**config.mk**
```make
export PLATFORM = sky130hd
export DESIGN_NAME = stats_log_wr_arbiter
export DESIGN_NICKNAME = d
export VERILOG_FILES = /design/src/rtl/stats_log_wr_arbiter.sv
export SDC_FILE = /design/constraint.sdc
export NUM_CORES = 1
export LEC_CHECK = 0
export ABC_AREA = 1
export ABC_CLOCK_PERIOD_IN_PS = 4660
export BUFFER_PORTS_ARGS = -buffer_cell sky130_fd_sc_hd__clkbuf_2
export CAP_MARGIN = 20
export CORE_AREA = 2 2 190 192
export DETAILED_ROUTE_END_ITERATION = 10
export DIE_AREA = 0 0 192 194
export PLACE_DENSITY_LB_ADDON = 0.25
export SYNTH_ARGS = -nofsm -noshare
export SYNTH_HDL_FRONTEND = slang
export SYNTH_SLANG_ARGS = --single-unit
```
**constraint.sdc**
```tcl
create_clock -name clk -period 4.66 [get_ports clk]
set_input_delay 0.233 -clock clk [delete_from_list [all_inputs] [get_ports clk]]
set_output_delay 0.233 -clock clk [all_outputs]
set_load 0.05 [all_outputs]
```
**src/rtl/stats_log_wr_arbiter.sv**
```systemverilog
// Round-robin arbiter sharing one log write port between NUM_SRCS stats recorders.
// Each source has a 1-entry holding register; overflow is counted rather than back-pressured.
module stats_log_wr_arbiter #(
    parameter int NUM_SRCS   = 4,
    parameter int SRC_ID_W   = $clog2(NUM_SRCS),
    parameter int DATA_W     = 64,
    parameter int DROP_CNT_W = 16
) (
    input  logic                         clk,
    input  logic                         rst,
    input  logic [NUM_SRCS-1:0]          src_wr_val,
    input  logic [NUM_SRCS*DATA_W-1:0]   src_wr_data,
    input  logic                         log_freeze,
    input  logic                         clear_drops,
    output logic                         log_wr_req_val,
    output logic [SRC_ID_W+DATA_W-1:0]   log_wr_req_data,
    output logic [NUM_SRCS-1:0]          pend_vec,
    output logic [NUM_SRCS-1:0]          src_overflow,
    output logic [DROP_CNT_W-1:0]        drop_cnt
);

    localparam int CNT_EXT_W = DROP_CNT_W + SRC_ID_W + 1;

    logic [DATA_W-1:0]          hold_q [NUM_SRCS];
    logic [DATA_W-1:0]          hold_d [NUM_SRCS];
    logic [NUM_SRCS-1:0]        pend_q, pend_d;
    logic [NUM_SRCS-1:0]        ovf_q, ovf_d;
    logic [DROP_CNT_W-1:0]      drop_q, drop_d;
    logic [SRC_ID_W-1:0]        rr_ptr_q, rr_ptr_d;
    logic                       wr_val_q, wr_val_d;
    logic [SRC_ID_W+DATA_W-1:0] wr_data_q, wr_data_d;

    logic                       grant_any;
    logic [SRC_ID_W-1:0]        grant_idx;
    logic [NUM_SRCS-1:0]        grant_vec;
    logic [SRC_ID_W:0]          cand;
    logic [NUM_SRCS-1:0]        capture;
    logic [NUM_SRCS-1:0]        drop;
    logic [CNT_EXT_W-1:0]       drop_sum;

    // Scan from the far end back towards rr_ptr so the last hit is the first in search order.
    always_comb begin
        grant_any = 1'b0;
        grant_idx = '0;
        grant_vec = '0;
        cand      = '0;
        if (!log_freeze) begin
            for (int k = NUM_SRCS - 1; k >= 0; k--) begin
                cand = {1'b0, rr_ptr_q} + (SRC_ID_W+1)'(k);
                if (cand >= (SRC_ID_W+1)'(NUM_SRCS)) begin
                    cand = cand - (SRC_ID_W+1)'(NUM_SRCS);
                end
                if (pend_q[cand[SRC_ID_W-1:0]]) begin
                    grant_any = 1'b1;
                    grant_idx = cand[SRC_ID_W-1:0];
                end
            end
        end
        if (grant_any) begin
            grant_vec[grant_idx] = 1'b1;
        end
    end

    // A granted entry frees its slot on this edge, so a same-cycle strobe refills it without a drop.
    genvar gi;
    generate
        for (gi = 0; gi < NUM_SRCS; gi++) begin : g_src
            always_comb begin
                capture[gi] = src_wr_val[gi] && (!pend_q[gi] || grant_vec[gi]);
                drop[gi]    = src_wr_val[gi] && pend_q[gi] && !grant_vec[gi];
                hold_d[gi]  = capture[gi] ? src_wr_data[gi*DATA_W +: DATA_W] : hold_q[gi];
                if (capture[gi]) begin
                    pend_d[gi] = 1'b1;
                end else if (grant_vec[gi]) begin
                    pend_d[gi] = 1'b0;
                end else begin
                    pend_d[gi] = pend_q[gi];
                end
            end

            always_ff @(posedge clk) begin
                hold_q[gi] <= hold_d[gi];
            end
        end
    endgenerate

    always_comb begin
        ovf_d    = (clear_drops ? '0 : ovf_q) | drop;
        drop_sum = clear_drops ? '0 : CNT_EXT_W'(drop_q);
        for (int i = 0; i < NUM_SRCS; i++) begin
            drop_sum = drop_sum + CNT_EXT_W'(drop[i]);
        end
        if (drop_sum > CNT_EXT_W'({DROP_CNT_W{1'b1}})) begin
            drop_d = '1;
        end else begin
            drop_d = drop_sum[DROP_CNT_W-1:0];
        end
    end

    always_comb begin
        wr_val_d  = grant_any;
        wr_data_d = wr_data_q;
        rr_ptr_d  = rr_ptr_q;
        if (grant_any) begin
            wr_data_d = {grant_idx, hold_q[grant_idx]};
            if (grant_idx == SRC_ID_W'(NUM_SRCS - 1)) begin
                rr_ptr_d = '0;
            end else begin
                rr_ptr_d = grant_idx + SRC_ID_W'(1);
            end
        end
    end

    always_ff @(posedge clk or negedge rst) begin
        if (!rst) begin
            pend_q    <= '0;
            ovf_q     <= '0;
            drop_q    <= '0;
            rr_ptr_q  <= '0;
            wr_val_q  <= 1'b0;
            wr_data_q <= '0;
        end else begin
            pend_q    <= pend_d;
            ovf_q     <= ovf_d;
            drop_q    <= drop_d;
            rr_ptr_q  <= rr_ptr_d;
            wr_val_q  <= wr_val_d;
            wr_data_q <= wr_data_d;
        end
    end

    assign log_wr_req_val  = wr_val_q;
    assign log_wr_req_data = wr_data_q;
    assign pend_vec        = pend_q;
    assign src_overflow    = ovf_q;
    assign drop_cnt        = drop_q;

endmodule

```
### Word level (Yosys, flattened, before mapping)

Memory sizes are Yosys's and may differ from the RTL's. A register that Yosys moved wholly into a read port is not among the register bits.
Index checks and enable logic that the tools add are counted.

* add/subtract/negate cells: 12
* magnitude comparators: 11
* equal/unequal tests: 5
* mux-type cells: 45
* bitwise operators: 1
* reduce and logical (&&, ||, !) cells: 30

Operators with widths (count)
* $mux 64: 4
* $mux 16: 2
* $mux 2: 14
* $add 18x1->19: 1
* $add 19x1->19: 1
* $gt 19x16->1 const B: 1
* $add 17x1->18: 1
* $mux 1: 18
* $add 16x1->17: 1
* $lt 2x3->1 const B: 5
* $logic_and 1x1->1: 13
* $ge 3x3->1 const B: 3
* $logic_not 1->1: 9
* $bmux 1 s2: 4
* $mux 4: 2
* $reduce_bool 2->1: 4
* $sub 2x1->2 const B: 4
* $add 2x2->3 const B: 2
* $logic_or 1x1->1: 4
* $ne 1x1->1 const B: 4
* $or 4x4->4: 1
* $add 2x1->3 const B: 1
* $ge 2x3->1 const B: 1
* $add 2x1->2 const B: 1
* 3 further kinds: 3

* bits in registers: 93
* memory bits (writable): 256
* bits of input ports: 264
* output and inout port bits: 91
* word-level logic and storage cells: 114
* memories: 1

Memories
* hold_q: depth 4, bits a word 64, rd ports 1, clocked after memory_dff 1, wr ports 4, line 24 `logic [DATA_W-1:0] hold_q [NUM_SRCS];`

### Longest topological paths before layout

* depth in word-level cells: 24
* depth in mapped cells: 31
* depth with buffers taken out: 30

### Least setup slack after synthesis

No wires, ideal clock.

* path type: register to register
* from: reg pend_q[1], in the netlist pend_vec[1]
* to: mem hold_q[3][0], enable pin
* library setup time: 0.486 ns
* arrival: 4.818 ns
* data required time: 4.174 ns
* path slack: -0.644 ns
* stages on the path, launching flop included: 16
* path buffers: 2
* period minus slack after synthesis: 5.304 ns
* cells stage by stage: dfrtp_1 inv_1 nand2_1 nand2_1 nor2_1 nor2_1 nand2_1 nand2_1 a21oi_2 buf_4 buf_4 ha_1 inv_1 o21ai_0 inv_1 nor2_1

RTL lines
* from (decl): line 26 `logic [NUM_SRCS-1:0] pend_q, pend_d;`
* from (signal assigned): line 123 `pend_q <= pend_d;`
* to (decl): line 24

### Worst setup path after layout

* from: reg rr_ptr_q[0]
* to: reg drop_q[14], in the netlist drop_cnt[14]

* word-level cells in the longest chain between the ends: 24
* elaborated cells between the ends (all ways): 57
* classes of those cells: add/sub: 11; order compare: 7; mux: 30; reduce/logical: 9

RTL lines
* from (decl): line 29 `logic [SRC_ID_W-1:0] rr_ptr_q, rr_ptr_d;`
* from (signal assigned): line 126 `rr_ptr_q <= rr_ptr_d;`
* $add 2x2->3: line 49 `cand = {1'b0, rr_ptr_q} + (SRC_ID_W+1)'(k);`
* $ge 3x3->1 / $sub 2x1->2 (equally long branches): line 50, 51
* $mux 2: line 50 `if (cand >= (SRC_ID_W+1)'(NUM_SRCS)) begin`
* $mux 2: line 47 `if (!log_freeze) begin`
* $bmux 1 s2: line 53 `if (pend_q[cand[SRC_ID_W-1:0]]) begin`
* $mux 1 (not written as such): line 53
* $mux 2 (4 in a row): line 53
* $mux 2: line 47
* [... 6 more ...]
* $logic_and 1x1->1: line 70 `drop[gi] = src_wr_val[gi] && pend_q[gi] && !grant_vec[gi];`
* $add 16x1->17: line 91 `drop_sum = drop_sum + CNT_EXT_W'(drop[i]);`
* $add 17x1->18: line 91
* $add 18x1->19: line 91
* $add 19x1->19 *: line 91
* $gt 19x16->1: line 93 `if (drop_sum > CNT_EXT_W'({DROP_CNT_W{1'b1}})) begin`
* $mux 16 *: line 93
* net drop_d[14]: line 28 `logic [DROP_CNT_W-1:0] drop_q, drop_d;`
* to (signal assigned): line 125 `drop_q <= drop_d;`
* to (decl): line 28

Mark *: on every way through the listed nets, which the timed path passes. The rest lies on a longest branch. The select of a mux whose other input is x is not followed.
A chain may end at the register's enable or synchronous reset.

==> flow_summary.yaml <==
timing:
  setup_ws_ns: 0.287
  setup_viol: 0
  layout_min_cycle_time_ns: 4.37
  worst_pin_slew_ns: 1.07
  skew_ns: 0.0243
  drv_slew: 0
  final_hold_viol_count: 0
  post-route-period-util_pct: 93.8
  max_freq_ghz: 0.229
  hold_slack_ns: 0.221
  worst_slew_margin_rel_pct: 28.7
floorplanning:
  dieArea_mm2: 0.0372
  core_mm2: 0.0352
  io_pins: 355
  die_h_um: 194
  num_rows: 69
  die_w_um: 192
  initial_core_util_pct: 39.6
logic_synthesis:
  synth_area_leaders: "edfxtp_1 55%, dfrtp_1 17%, nand3_1 9.3%, nand2_1 8.2%, nor2_1 2.7%"
  avgSynthCellArea_um2: 11.4
  synth_top_area_share_pct: 55.1
  yosysUniqueCellTypes: 26
  netlist_area_mm2: 0.0139
  synth_top_area_cell: "edfxtp_1"
  synth-edff-count: 256
  yosys_warnings: 0
  synth_fp_nets: 1492
  seq_area_frac_synth_pct: 71.8
  synth-seq-cells: 349
  synthTopCellsByCount: "306 x nand2_1, 259 x nand3_1, 256 x edfxtp_1"
  synthFlopType: "edfxtp_1"
  synth_most_common_cell: "nand2_1"
  syn_inst: 1220
  synth-async-reset-ratio_pct: 26.6
setup_path:
  ff2ff_setup_slack_ns: 0.29
  cp_max_fo: 6
  critical_path.startpoint_type: "flop"
  r2r_cells: 29
  worstReg2RegStart: "rr_ptr_q[0]$_DFFE_PN0P_"
  arrival_ns: 4.79
  crit_path_end: "drop_cnt[14]$_DFF_PN0_"
  crit_slowest_cell: "fa_1"
  path_class: "flop to flop"
  cpMostUsedCell: "nand2_1"
  end_kind: "flop"
  critPathMaxStageDelay_ns: 0.51
  cp.required_ns: 5.08
  r2r-end: "drop_cnt[14]$_DFF_PN0_"
  startpoint: "rr_ptr_q[0]$_DFFE_PN0P_"
clock_tree:
  insertion_delay_ns: 0.56
  cts_tree: "yes"
  h-tree-depth: 2
  cts_buffers: 39
  clockBufferDepth: 3
  root_buffer: "clkbuf_16"
  cts_sinks: 349
  clk_pin_slew_ns: 0.06
global_route:
  grt_pass1_vias: 11800
  gr-usage-met2_pct: 39.3
  track_usage_pct: 23.0
  met3_usage_pct: 4.29
  top_usage_layer: "met2"
  grt_max_degree: 87
  grt_pass1_wl_um: 65400
  antenna_found_initial: 1
  gr-usage-met1_pct: 28.5
  overflow: 0
cells_and_area:
  layout-drive-gt1-share_pct: 25.2
  final_area_mm2: 0.0201
  multi_input_comb_area_mm2: 0.00340
  layout.cells.non_filler: 2328
  seq_area_mm2: 0.0100
  area_growth_pct: 43.8
  postLayoutCoreUtil_pct: 56.9
  fillers: 2892
  nets: 2107
detailed_routing:
  remaining_drc_errors: 0
  first_iter_violations: 608
  vias: 11400
  dr.pass1.iters: 7
  wl_per_cell_um: 18.4
  via_per_inst: 4.90
  wl_um: 42800
  ant_nets: 0
pwr:
  p_leak_nw: 8.75
  power_density_mw_per_mm2: 565
  max-vdd-ir-drop_uv: 388
place:
  gp_congestion: 0.855
  dpl-instance-area_mm2: 0.0162
  place_ws_ns: 0.0465
  dp.cells: 1989
  io_buffers: 354
  dp_hpwl_um: 24400
status:
  outcome: "complete, no violations"
job:
  max_cap_violations: 0
hold_path:
  hold_start: "clear_drops"
  hold_class: "input port to flop"
==> layer usage <==
metal	vias up	part of all wire, %
met3	97	6.6
li1	5383	-
met2	469	50
met5	-	0
met1	5457	40
met4	0	3.2
==> layout by cell type, fill, tap and decap left out, drive strengths merged, types with 2 or more instances in the layout <==
cell           n
clkbuf       406
nand2        309
dlygate4sd3  261
nand3        259
edfxtp       256
nor2         100
dfrtp         93
inv           71
o21ai         34
buf           26
clkinv        19
xor2           8
ha             5
a21oi          4
nor3           4
xnor2          3
fa             3
nand4          2
nor4           2
==> worst min path at each step <==
stage | end | slack [ns] | cells past startpoint
2_1_floorplan | drop_cnt[0]$_DFF_PN0_ | -0.06 | 0
3_3_place_gp | drop_cnt[8]$_DFF_PN0_ | 0.39 | 1
3_5_place_dp | drop_cnt[7]$_DFF_PN0_ | 0.41 | 1
4_1_cts | drop_cnt[11]$_DFF_PN0_ | 0.18 | 4
5_1_grt | drop_cnt[5]$_DFF_PN0_ | 0.26 | 4
6_report | drop_cnt[11]$_DFF_PN0_ | 0.22 | 4
==> registers in the layout, indices dropped and copies added (netlist names) <==
register         cells
log_wr_req_val       1
log_wr_req_data     66
rr_ptr_q             2
hold_q             256
drop_cnt            16
pend_vec             4
src_overflow         4
==> layout make-up <==
type,instances,share of cell area (%)
antenna,1,0.0125
clock buffer,53,5.43
inverter,71,1.35
timing repair buffer,640,22.9
clock inverter,19,0.555
tap,461,2.88
sequential,349,50.0
multi-input combinational,734,16.9
==> critical path: cells and delay by family (launching register included) <==
kind | cells | cell delay, ns
buffers and inverters | 8 | 0.69
AO/OA/AOI/OAI | 1 | 0.13
AND/OR/NAND/NOR | 15 | 1.48
adder cells (fa/ha/maj) | 4 | 1.28
flip-flops | 1 | 0.46
XOR/XNOR | 1 | 0.19
==> power breakdown <==
group / switching, mW / leakage, nW / internal [mW]
registers: 0.284 / 3.46 / 4.01
logic: 3.06 / 4.68 / 1.07
clock network: 1.25 / 0.606 / 1.65
==> logic make-up (layout without fill, tap and decap cells) <==
group                      after synthesis  in the layout  share of synthesized area, %
xor gates and xnor gates                11             11                         0.691
DFF                                    349            349                          71.8
and+or+nand+nor                        676            676                          20.7
other                                    0              1                             0
buffers and inverters                  137            783                          4.47
adders and majority gates                8              8                         0.879
AOI/OAI and AO/OA                       39             39                          1.44
==> what timing repair did <==
action                     in CTS  in global routing
hold endpoints to repair      320                  0
setup endpoints to repair       0                 16
buffers inserted                0                  5
hold buffers                  261                  0
resized for setup               0                 19
==> through the flow <==
| stage | power [mW] | TNS [ns] |
|---|---|---|
| after floorplan | 7.14 | 0 |
| after global placement | 8.22 | 0 |
| after detailed placement | 8.26 | 0 |
| after CTS | 11.4 | 0 |
| after global routing | 12.0 | -0.0118 |
| final | 11.3 | 0 |
No activity file was read; power rests on OpenSTA's default activity.
